### src/rtl/i2c_regdec_pkg.sv
// Shared tags, register indices and FSM encoding for the I2C register decoder.
package i2c_regdec_pkg;

  localparam logic [1:0] A_ADDR = 2'b00;
  localparam logic [1:0] D_ADDR = 2'b01;
  localparam int I2C_DATA_BITS = 6;

  localparam int R_ID      = 0;
  localparam int R_SCRATCH = 1;
  localparam int R_LEDMODE = 2;
  localparam int R_LEDRATE = 3;

  typedef enum logic [1:0] {
    ST_IDLE        = 2'd0,
    ST_OPEN_NOADDR = 2'd1,
    ST_OPEN_ADDR   = 2'd2
  } state_e;

  // Reset contents of register idx; register 0 holds the read-only ID.
  function automatic logic [I2C_DATA_BITS-1:0] reg_rst_val(
    input int idx,
    input logic [I2C_DATA_BITS-1:0] id_val,
    input logic [I2C_DATA_BITS-1:0] mode_val,
    input logic [I2C_DATA_BITS-1:0] rate_val
  );
    case (idx)
      R_ID:      return id_val;
      R_LEDMODE: return mode_val;
      R_LEDRATE: return rate_val;
      default:   return '0;
    endcase
  endfunction

endpackage

### src/rtl/i2c_regdec_regfile.sv
// NREGS x 6-bit register storage with read mux; register 0 is a constant ID.
module i2c_regdec_regfile
  import i2c_regdec_pkg::*;
#(
  parameter int NREGS = 4,
  parameter logic [5:0] ID_VAL   = 6'h2A,
  parameter logic [5:0] RST_MODE = 6'd0,
  parameter logic [5:0] RST_RATE = 6'd8,
  localparam int AW = $clog2(NREGS)
) (
  input  logic          clk,
  input  logic          rst_n,
  input  logic          wr_en_i,
  input  logic [AW-1:0] wr_addr_i,
  input  logic [5:0]    wr_data_i,
  input  logic [AW-1:0] rd_addr_i,
  output logic [5:0]    rd_data_o,
  output logic [5:0]    led_mode_o,
  output logic [5:0]    led_rate_o
);

  logic [I2C_DATA_BITS-1:0] mem_q [NREGS];

  // Storage: entry 0 is loaded with the ID at reset and never written.
  always_ff @(posedge clk or negedge rst_n) begin
    if (!rst_n) begin
      for (int i = 0; i < NREGS; i++) begin
        mem_q[i] <= reg_rst_val(i, ID_VAL, RST_MODE, RST_RATE);
      end
    end else if (wr_en_i && (wr_addr_i != '0)) begin
      mem_q[wr_addr_i] <= wr_data_i;
    end
  end

  assign rd_data_o = mem_q[rd_addr_i];

  // Small register files without LED registers fall back to the reset values.
  if (NREGS > R_LEDMODE) begin : g_mode
    assign led_mode_o = mem_q[R_LEDMODE];
  end else begin : g_mode_const
    assign led_mode_o = RST_MODE;
  end

  if (NREGS > R_LEDRATE) begin : g_rate
    assign led_rate_o = mem_q[R_LEDRATE];
  end else begin : g_rate_const
    assign led_rate_o = RST_RATE;
  end

endmodule

### src/rtl/i2c_regdec.sv
// Byte-level command decoder behind the I2C slave byte engine.
// Optional macro REGDEC_AUTOINC_EN: pointer auto-increments after each
// D_ADDR write (including dropped register-0 writes) and each served read.
module i2c_regdec
  import i2c_regdec_pkg::*;
#(
  parameter int NREGS = 4,
  parameter logic [5:0] ID_VAL   = 6'h2A,
  parameter logic [5:0] RST_MODE = 6'd0,
  parameter logic [5:0] RST_RATE = 6'd8
) (
  input  logic                     clk,
  input  logic                     GSRn,
  input  logic                     rx_start,
  input  logic                     rx_stop,
  input  logic                     rx_valid,
  input  logic [7:0]               rx_data,
  input  logic                     tx_req,
  output logic                     tx_valid,
  output logic [7:0]               tx_data,
  output logic                     reg_wr,
  output logic [$clog2(NREGS)-1:0] reg_addr,
  output logic [5:0]               reg_wdata,
  output logic [5:0]               led_mode,
  output logic [5:0]               led_rate,
  output logic                     busy,
  output logic [7:0]               err_cnt
);

  localparam int AW = $clog2(NREGS);
  localparam logic [6:0] NREGS_W = 7'(NREGS);

  state_e        state_q, state_d;
  logic          has_addr_q, has_addr_d;
  logic [AW-1:0] addr_q, addr_d;
  logic [7:0]    err_q, err_d;
  logic          busy_q, reg_wr_q, tx_valid_q;
  logic [5:0]    wdata_q;
  logic [7:0]    tx_data_q;

  logic [1:0] tag;
  logic [5:0] payload;
  logic [5:0] rd_data;
  logic       byte_en, addr_ok, data_hit, wr_en, byte_err, tx_ok, tx_err;
  logic [8:0] err_sum;

  assign tag     = rx_data[7:6];
  assign payload = rx_data[5:0];

`ifdef REGDEC_AUTOINC_EN
  localparam logic [AW-1:0] LAST = AW'(NREGS - 1);
  function automatic logic [AW-1:0] wrap_inc(input logic [AW-1:0] a);
    return (a == LAST) ? '0 : a + 1'b1;
  endfunction
`endif

  // Byte/read decode and next-state computation; a start on the same cycle
  // masks the byte, a stop is applied after the byte.
  always_comb begin
    byte_en  = rx_valid && (state_q != ST_IDLE) && !rx_start;
    addr_ok  = byte_en && (tag == A_ADDR) && ({1'b0, payload} < NREGS_W);
    data_hit = byte_en && (tag == D_ADDR) && (state_q == ST_OPEN_ADDR);
    wr_en    = data_hit && (addr_q != '0);
    byte_err = byte_en && !addr_ok && !wr_en;
    tx_ok    = tx_req && (state_q == ST_OPEN_ADDR);
    tx_err   = tx_req && !tx_ok;

    addr_d = addr_q;
`ifdef REGDEC_AUTOINC_EN
    if (data_hit) addr_d = wrap_inc(addr_d);
    if (tx_ok)    addr_d = wrap_inc(addr_d);
`endif
    if (addr_ok) addr_d = payload[AW-1:0];

    has_addr_d = has_addr_q | addr_ok;

    err_sum = {1'b0, err_q} + {8'd0, byte_err} + {8'd0, tx_err};
    err_d   = err_sum[8] ? 8'hFF : err_sum[7:0];

    state_d = state_q;
    case (state_q)
      ST_IDLE: if (rx_start) state_d = ST_OPEN_NOADDR;
      default: begin
        if (rx_stop)       state_d = ST_IDLE;
        else if (rx_start) state_d = has_addr_q ? ST_OPEN_ADDR : ST_OPEN_NOADDR;
        else if (addr_ok)  state_d = ST_OPEN_ADDR;
      end
    endcase
  end

  // FSM state, pointer, error counter and all registered outputs.
  always_ff @(posedge clk or negedge GSRn) begin
    if (!GSRn) begin
      state_q    <= ST_IDLE;
      busy_q     <= 1'b0;
      has_addr_q <= 1'b0;
      addr_q     <= '0;
      err_q      <= '0;
      reg_wr_q   <= 1'b0;
      wdata_q    <= '0;
      tx_valid_q <= 1'b0;
      tx_data_q  <= '0;
    end else begin
      state_q    <= state_d;
      busy_q     <= (state_d != ST_IDLE);
      has_addr_q <= has_addr_d;
      addr_q     <= addr_d;
      err_q      <= err_d;
      reg_wr_q   <= wr_en;
      if (wr_en) wdata_q <= payload;
      tx_valid_q <= tx_req;
      if (tx_req) tx_data_q <= tx_ok ? {2'b01, rd_data} : 8'hFF;
    end
  end

  i2c_regdec_regfile #(
    .NREGS   (NREGS),
    .ID_VAL  (ID_VAL),
    .RST_MODE(RST_MODE),
    .RST_RATE(RST_RATE)
  ) u_regfile (
    .clk       (clk),
    .rst_n     (GSRn),
    .wr_en_i   (wr_en),
    .wr_addr_i (addr_q),
    .wr_data_i (payload),
    .rd_addr_i (addr_q),
    .rd_data_o (rd_data),
    .led_mode_o(led_mode),
    .led_rate_o(led_rate)
  );

  assign tx_valid  = tx_valid_q;
  assign tx_data   = tx_data_q;
  assign reg_wr    = reg_wr_q;
  assign reg_addr  = addr_q;
  assign reg_wdata = wdata_q;
  assign busy      = busy_q;
  assign err_cnt   = err_q;

endmodule

### config.mk
export PLATFORM = sky130hd
export DESIGN_NAME = i2c_regdec
export DESIGN_NICKNAME = d
export VERILOG_FILES = /design/src/rtl/i2c_regdec_pkg.sv /design/src/rtl/i2c_regdec_regfile.sv /design/src/rtl/i2c_regdec.sv
export SDC_FILE = /design/constraint.sdc
export NUM_CORES = 1
export LEC_CHECK = 0
export CORE_ASPECT_RATIO = 0.75
export CORE_MARGIN = 2
export CORE_UTILIZATION = 40
export CTS_BUF_LIST = sky130_fd_sc_hd__clkbuf_4
export CTS_CLUSTER_DIAMETER = 100
export DETAILED_ROUTE_END_ITERATION = 8
export PLACE_DENSITY = 0.75
export SKIP_LAST_GASP = 1
export SLEW_MARGIN = 20
export SYNTH_ARGS = -nofsm -noshare
export SYNTH_HDL_FRONTEND = slang
export SYNTH_SLANG_ARGS = --single-unit
export TNS_END_PERCENT = 30
### constraint.sdc
create_clock -name clk -period 2.4 [get_ports clk]
set_input_delay 0.36 -clock clk [delete_from_list [all_inputs] [get_ports clk]]
set_output_delay 0.36 -clock clk [all_outputs]
set_load 0.005 [all_outputs]
==> results of run 1 <==
[power by group through the flow]
stage          Clock [uW]  Sequential, uW  Combinational [uW]
5_1_grt               590            1090                 448
2_1_floorplan           0            1080                 155
6_report              516            1070                 402
3_5_place_dp            0            1090                 406
3_3_place_gp            0            1080                 392
4_1_cts               535            1070                 407
[kinds of logic (layout without fill, tap and decap cells)]
kind of cell	after synthesis	count (layout)	synth area share, %
buffers and inverters	29	80	6.83
flip-flops	54	54	55.2
adder cells (fa/ha/maj)	2	2	1.32
multiplexers	35	35	18.7
AO/OA/AOI/OAI	24	24	6.52
AND/OR/NAND/NOR	42	42	11.4
[final cells by class]
class | count | area [um2] | share of cell area (%)
sequential | 54 | 1360 | 43.4
clock inverter | 3 | 43.8 | 1.40
tap | 78 | 97.6 | 3.13
clock buffer | 5 | 37.5 | 1.20
inverter | 3 | 11.3 | 0.361
timing repair buffer | 69 | 643 | 20.6
multi-input combinational | 103 | 932 | 29.9
[metal layers]
layer | GRT usage, % | vias up
li1 | - | 748
met1 | 24.0 | 768
met2 | 24.2 | 46
met3 | 4.84 | 7
met4 | 4.03 | 0
met5 | 0 | -
[cells in the final DEF, fill, tap and decap left out, types with 4 or more instances in the layout]
master and count:
dfstp_2 4, buf_4 17, mux4_2 6, mux2_2 26, nand2b_1 5, a21oi_1 11, dfrtp_1 50, clkbuf_4 5
clkdlybuf4s50_1 51, nor2_1 17
[worst register-to-register path, delay by kind of cell, from the launching register on]
kind | cells | cell delay, ns
flops | 1 | 0.48
fa+ha+maj | 2 | 0.60
compound gates | 4 | 0.53
buf+inv | 1 | 0.15
simple gates | 1 | 0.30
[through the flow]
step	total power (uW)	TNS [ns]	cell area [um2]
after floorplan	1230	0	2460
after global placement	1480	-0.207	3040
after detailed placement	1500	-0.599	3040
after CTS	2010	0	3120
after global routing	2130	0	3120
final	1990	0	3120
[registers in the layout (all words and copies together) (netlist names)]
register and cells:
has_addr_q 1, u_regfile.led_rate_o 6, state_q 2, err_cnt 8
tx_data 8, tx_valid 1, reg_wr 1, reg_wdata 6
u_regfile.led_mode_o 6, busy 1, u_regfile.mem_q 12, reg_addr 2
[how the worst min path moves through the flow]
stage,to,slack [ns],cells past startpoint
2_1_floorplan,busy$_DFF_PN0_,0.06,0
3_3_place_gp,u_regfile.mem_q[19]$_DFFE_PN1P_,0.36,0
3_5_place_dp,u_regfile.mem_q[23]$_DFFE_PN1P_,0.36,0
4_1_cts,u_regfile.led_rate_o[4]$_DFFE_PN0P_,0.1,2
5_1_grt,tx_data[6]$_DFFE_PN0P_,0.10,2
6_report,tx_data[4]$_DFFE_PN0P_,0.09,2
==> flow_summary.toml, run 1 <==
[global_route]
grt_usage_pct = 16.4
grt_max_degree = 55
grt_pass1_vias = 1648
grt_pass1_wl_mm = 8.47
grt_overflow = 0
antenna_found_initial = 0

[clocking]
clk_path_buf_depth = 2
post_cts_buffers = 0
cts.sinks = 54
insertion_delay_ns = 0.37
clock-root-buffer = "clkbuf_4"
clk_pin_slew_worst_paths_ns = 0.16
holdBufCountCts = 0
cts_tree = "yes"
cts_buffers = 5
h-tree-depth = 2
cts_resized = 0

[sta]
grt_setup_unrepaired = "no"
fmax_mhz = 463
layout_setup_ws_ns = 0.239
setup_violations = 0
drv_slew = 0
worstMarginPinSlew_ns = 0.697
fin_worst_skew_ns = 0.0113
period_share_pct = 90.0
maxSlewHeadroom_pct = 53.6
hold_viol = 0
hold_ws_ns = 0.0863
fin_crit_ns = 2.16

[worst_setup_path]
rr_startpoint = "state_q[0]$_DFF_PN0_"
critical_path.endpoint = "err_cnt[3]$_DFF_PN0_"
worstReg2RegEnd = "err_cnt[3]$_DFF_PN0_"
crit_path_start_kind = "flip-flop"
critical-path-max-stage-delay_ns = 0.48
reg2reg_depth = 8
startpoint = "state_q[0]$_DFF_PN0_"
path_max_fanout = 7
critPathBufInv = 1
worst_path_max_delay_cell = "dfrtp_1"
worstSetupPathType = "reg2reg"
endpoint_kind = "flip-flop"
arrival_ns = 2.43
path_depth = 8
critical_path.top_delay_family = "adder cells"
worstPathCellList = "and4bb_1 > o21ai_0 > o2111a_1 > fa_1 > ha_1 > buf_4 > a31oi_1 > a21oi_1"
worstPathRequired_ns = 2.67
r2r_slack_ns = 0.24

[power]
internal_power_uw = 1450
seqPwrFrac_pct = 53.9
power-per-cell-area_nw_per_um2 = 637
p_clk_share_pct = 25.9
p_leak_uw = 0.00145
ir_worst_vdd_uv = 273
swShare_pct = 27.3
p_switching_uw = 543
combPwrFrac_pct = 20.2

[routing]
route.met3.wl_um = 293
routed_via_density = 4.98
wirelength_mm = 5.08
ant_nets = 0
num_vias = 1569
post_drt_wl_per_cell_um = 16.1
wl_met2_mm = 2.20
drc = 0
drtPass1Iterations = 4
drt_iter0_drc = 61
wl_met1_mm = 2.54
routed.top_layer = "met4"

[floorplanning]
die-area_um2 = 6790
dieWidth_um = 94.5
core_area_um2 = 5890
die-height_um = 71.9
num_rows = 24
io_pins = 53
start_util_pct = 41.7

[synth]
synth_ff_type = "dfrtp_1"
synth.top_cells.by_area = "dfrtp_1 51%, mux2_2 12%, mux4_2 5.5%"
syn-mean-instance-area_um2 = 13.2
yosysUniqueCellTypes = 39
netlist.area_leader.share_pct = 50.9
syn-num-nets = 202
ys_warn_count = 0
synth.most_common_cell = "dfrtp_1"
async_reset_ff_share_pct = 100
synth-seq-area-share_pct = 55.2
synth_top_cell_by_area = "dfrtp_1"
syn_inst = 186
synth_seq_cells = 54
synth_edf_count = 0
synth_area_um2 = 2460
synthTopCellsByCount = "50 x dfrtp_1, 26 x mux2_2, 17 x nor2_1, 13 x buf_4, 11 x a21oi_1"

[placed_design]
post-place-ws_ns = -0.123
gp_congestion = 0.812
dp.cells = 307
portBuffers = 52
place_hpwl_mm = 3.67

[cells_and_area]
drive_gt1_share_pct = 28.7
post-route-util_pct = 53.0
fin_cells = 315
nets = 252
fill_cells = 517
syn_to_final_growth_pct = 27.1
n_antenna_cell = 0

[run]
max_cap_violations = 0

[worst_hold_path]
hold_class = "in2async"

[run_status]
status = "complete, no violations"
(Power assumes the default switching activity.)
==> run 2, diff against run 1 <==
SETUP_SLACK_MARGIN = 0.5   (was default)
==> flow_summary.toml, run 2 (synthesized netlist as in run 1, its figures left out) <==
[run_status]
status = "complete, no violations"

[global_route]
grt_overflow = 0
grt_pass1_vias = 1657
grt_usage_pct = 16.1
antenna_found_initial = 0
grt_max_degree = 38
grt_pass1_wl_mm = 8.21

[worst_setup_path]
crit_path_start_kind = "input pin"
worst_path_max_delay_cell = "clkdlybuf4s50_1"
worstPathRequired_ns = 2.65
worstReg2RegEnd = "err_cnt[5]$_DFF_PN0_"
critical_path.top_delay_family = "buffers and inverters"
path_max_fanout = 5
arrival_ns = 2.25
r2r_slack_ns = 0.41
worstSetupPathType = "in2reg"
endpoint_kind = "flip-flop"
rr_startpoint = "state_q[0]$_DFF_PN0_"
critical-path-max-stage-delay_ns = 0.49
worstPathCellList = "clkdlybuf4s50_1 > and4bb_1 > o21ai_1 > o2111a_1 > fa_2 > ha_4 > buf_6 > nand4_1 > o21ai_1"
reg2reg_depth = 8
critPathBufInv = 2
crit_top_cell = "o21ai_1"

[cells_and_area]
regMostFlops = "u_regfile.mem_q"
layout_common_cells = "49 x dfrtp_1, 48 x clkdlybuf4s50_1, 26 x mux2_2"
final_common_cell = "dfrtp_1"
nets = 259
fin_area_um2 = 3230
syn_to_final_growth_pct = 31.3
n_antenna_cell = 0
largest_reg_flops = 12
post-route-util_pct = 54.8
drive_gt1_share_pct = 34.0

[power]
combPwrFrac_pct = 22.2
swShare_pct = 27.0
p_leak_uw = 0.00150
p_switching_uw = 549
ir_worst_vdd_uv = 290
power-per-cell-area_nw_per_um2 = 630
internal_power_uw = 1480
p_clk_share_pct = 24.8
seqPwrFrac_pct = 53.1

[sta]
worstMarginPinSlew_ns = 0.812
fin_crit_ns = 2.00
layout_setup_ws_ns = 0.402
drv_slew = 0
fin_worst_skew_ns = 0.0102
grt_setup_unrepaired = "yes"
fmax_mhz = 501
hold_viol = 0
maxSlewHeadroom_pct = 45.9
setup_violations = 0
finalSetupTns_ns = 0
period_share_pct = 83.2

[floorplanning]
num_rows = 24
dieWidth_um = 94.5
io_pins = 53
core_area_um2 = 5890
die-height_um = 71.9
start_util_pct = 41.7
die-area_um2 = 6790

[clocking]
cts.sinks = 54
clock-root-buffer = "clkbuf_4"
clk_path_buf_depth = 2
cts_buffers = 5
clk_pin_slew_worst_paths_ns = 0.15
cts_tree = "yes"
holdBufCountCts = 0
h-tree-depth = 2
insertion_delay_ns = 0.36

[worst_hold_path]
hold_class = "in2async"

[routing]
drt_iter0_drc = 60
wirelength_mm = 5.08
post_drt_wl_per_cell_um = 15.8
drtPass1Iterations = 4
routed_via_density = 5.02
num_vias = 1616
drc = 0
ant_nets = 0

[run]
max_cap_violations = 0

[placed_design]
gp_congestion = 0.831
place_hpwl_mm = 3.57
place_area_um2 = 3050
post-place-ws_ns = -0.0709
portBuffers = 52
==> run 2: changes by cell type in the layout (fill, tap and decap cells not counted), sizes merged <==
cell	change
clkinvlp	+1
clkbuf	+1
inv	-1
buf	+7
dlygate4sd2	+3
clkinv	-1
clkdlybuf4s50	-3
==> run 2: layout make-up <==
type / instances / area, um2
Fill cell: 508 / 2660
Sequential cell: 54 / 1360
Multi-Input combinational cell: 103 / 981
Timing Repair Buffer: 76 / 696
Tap cell: 78 / 97.6
Clock buffer: 6 / 45.0
Clock inverter: 2 / 37.5
Inverter: 3 / 11.3
==> run 2: stage by stage <==
step | total power [uW] | instances | hold slack [ns]
2_1_floorplan | 1260 | 186 | 0.0644
3_3_place_gp | 1490 | 305 | 0.356
3_5_place_dp | 1510 | 305 | 0.358
4_1_cts | 2030 | 319 | 0.0905
5_1_grt | 2150 | 322 | 0.0996
6_report | 2030 | 322 | 0.0728
==> run 2: power by group through the flow <==
stage,logic (uW),clock network [uW],registers (uW)
after floorplan,173,0,1080
after global placement,398,0,1090
after detailed placement,409,0,1100
after CTS,426,521,1080
after global routing,495,561,1090
final,451,504,1080
==> run 2: layer usage <==
layer | GRT usage [%] | wire [um] | vias up
met5 | 0 | 0 | -
met4 | 4.83 | 39 | 0
met3 | 4.73 | 283 | 4
met2 | 25.0 | 2430 | 37
met1 | 22.1 | 2320 | 812
li1 | - | - | 763
==> run 2: worst max-delay path by stage <==
stage	from	endpoint	slack, ns	cells after the start
2_1_floorplan	state_q[0]$_DFF_PN0_	err_cnt[6]$_DFF_PN0_	0.31	9
3_3_place_gp	rx_data[6]	err_cnt[6]$_DFF_PN0_	-0.02	9
3_5_place_dp	rx_data[6]	err_cnt[3]$_DFF_PN0_	-0.07	9
6_report	rx_data[6]	err_cnt[5]$_DFF_PN0_	0.40	9
5_1_grt	state_q[0]$_DFF_PN0_	err_cnt[5]$_DFF_PN0_	0.33	8
4_1_cts	state_q[0]$_DFF_PN0_	err_cnt[5]$_DFF_PN0_	0.43	8
==> run 2: timing repair <==
item	4_1_cts	5_1_grt
setup buffers	6	3
resized for setup	7	3
pin swaps	8	2
endpoints found under the setup margin	10	10
==> run 3, diff against run 2 <==
PLACE_DENSITY = 0.78   (was 0.75)
clock period = 1.7 ns   (was 2.4 ns; I/O delays follow)
==> flow_summary.toml, run 3 (synthesized netlist as in run 1, its figures left out) <==
[routing]
post_drt_wl_per_cell_um = 16.0
drtPass1Iterations = 4
drt_iter0_drc = 96
wirelength_mm = 5.36
num_vias = 1704
drc = 0
ant_nets = 0
routed_via_density = 5.07

[sta]
hold_viol = 0
fin_crit_ns = 2.02
fmax_mhz = 496
hold_ws_ns = 0.374
fin_worst_skew_ns = 0.0116
maxSlewHeadroom_pct = 78.1
drv_slew = 0
setup_violations = 8
period_share_pct = 119
grt_setup_unrepaired = "yes"
worstMarginPinSlew_ns = 0.327
layout_setup_ws_ns = -0.315

[floorplanning]
start_util_pct = 41.7
io_pins = 53
die-height_um = 71.9
num_rows = 24
die-area_um2 = 6790
core_area_um2 = 5890
dieWidth_um = 94.5

[placed_design]
portBuffers = 52
gp_congestion = 0.863
place_hpwl_mm = 3.51
post-place-ws_ns = -0.734
dp.cells = 309

[cells_and_area]
syn_to_final_growth_pct = 38.4
nets = 273
post-route-util_pct = 57.8
regMostFlops = "u_regfile.mem_q"
n_antenna_cell = 0
largest_reg_flops = 12
fin_cells = 336
drive_gt1_share_pct = 43.4
final_common_cell = "dfrtp_1"
layout_common_cells = "47 x dfrtp_1, 41 x clkdlybuf4s50_1, 27 x buf_4"
fill_cells = 490

[run]
max_cap_violations = 0

[clocking]
insertion_delay_ns = 0.38
cts_buffers = 5
clk_path_buf_depth = 2
h-tree-depth = 2
cts.sinks = 54
cts_tree = "yes"
clock-root-buffer = "clkbuf_4"
clk_pin_slew_worst_paths_ns = 0.15

[worst_setup_path]
worstPathCellList = "and4bb_1 > o21ai_1 > o2111a_1 > fa_2 > ha_4 > nand3_4 > nor2_1 > mux2_2"
arrival_ns = 2.30
endpoint_kind = "flip-flop"
crit_path_start_kind = "flip-flop"
worstPathRequired_ns = 1.99
critical_path.top_delay_family = "adder cells"
path_max_fanout = 4
critPathBufInv = 0
critical-path-max-stage-delay_ns = 0.44
worst_path_max_delay_cell = "dfrtp_1"
worstSetupPathType = "reg2reg"

[run_status]
status = "finished with violations"
violations = "negative setup slack"

[global_route]
grt_max_degree = 55
grt_pass1_vias = 1690
grt_pass1_wl_mm = 8.59
antenna_found_initial = 0
grt_overflow = 0
grt_usage_pct = 16.8

[worst_hold_path]
hold_class = "in2async"

[power]
power-per-cell-area_nw_per_um2 = 869
p_leak_uw = 0.00161
ir_worst_vdd_uv = 481
-- run 3: stage by stage --
| stage | power (uW) | TNS (ns) | area [um2] |
|---|---|---|---|
| final | 2960 | -2.09 | 3400 |
| after global placement | 2110 | -6.81 | 3090 |
| after global routing | 3110 | -3.58 | 3400 |
| after detailed placement | 2130 | -8.47 | 3090 |
| after CTS | 2930 | -1.88 | 3290 |
| after floorplan | 1780 | -2.03 | 2480 |
-- run 3: routing by layer --
metal | share of wire [%] | GRT usage [%] | vias to the layer above
li1 | - | - | 789
met1 | 49 | 25.0 | 855
met2 | 44 | 24.2 | 55
met3 | 5.6 | 4.00 | 5
met4 | 1.5 | 5.96 | 0
met5 | 0 | 0 | -
-- run 3: final timing paths --
check | endpoint | slack (ns) | cells past startpoint | start
max reg2reg | err_cnt[6]$_DFF_PN0_ | -0.32 | 8 | state_q[0]$_DFF_PN0_
max | err_cnt[6]$_DFF_PN0_ | -0.32 | 8 | state_q[0]$_DFF_PN0_
min reg2reg | u_regfile.mem_q[23]$_DFFE_PN1P_ | 0.38 | 0 | u_regfile.mem_q[23]$_DFFE_PN1P_
max in group asynchronous | u_regfile.mem_q[23]$_DFFE_PN1P_ | 1.03 | 3 | GSRn
min in group clk | u_regfile.mem_q[23]$_DFFE_PN1P_ | 0.38 | 0 | u_regfile.mem_q[23]$_DFFE_PN1P_
min | tx_data[7]$_DFFE_PN0P_ | 0.37 | 3 | GSRn
-- run 3: what timing repair did --
| action | in CTS | in global routing |
|---|---|---|
| buffers inserted | 14 | 3 |
| endpoints found under the hold margin | 50 | 0 |
| pin swaps | 5 | 5 |
| hold buffers | 1 | 0 |
| cloned | 0 | 1 |
| setup endpoints to repair | 85 | 85 |
| gates resized for setup | 54 | 13 |
-- run 3: layout make-up --
| cell class | instances | area, um2 | area share [%] |
|---|---|---|---|
| tap | 78 | 97.6 | 2.87 |
| multi-input combinational | 103 | 996 | 29.3 |
| clock inverter | 2 | 37.5 | 1.10 |
| clock buffer | 6 | 45.0 | 1.32 |
| inverter | 3 | 11.3 | 0.331 |
| sequential | 54 | 1360 | 40.0 |
| timing repair buffer | 90 | 852 | 25.1 |
-- run 3: worst min-delay path, delay by kind of cell --
family	cells	cell delay, ns
buf+inv	3	0.89
-- run 3: where the power goes --
group,internal (uW),switching [uW],leakage (uW)
clock network,327,413,0.0000419
registers,1390,69.3,0.000673
logic,410,343,0.000890
total,2130,826,0.00161
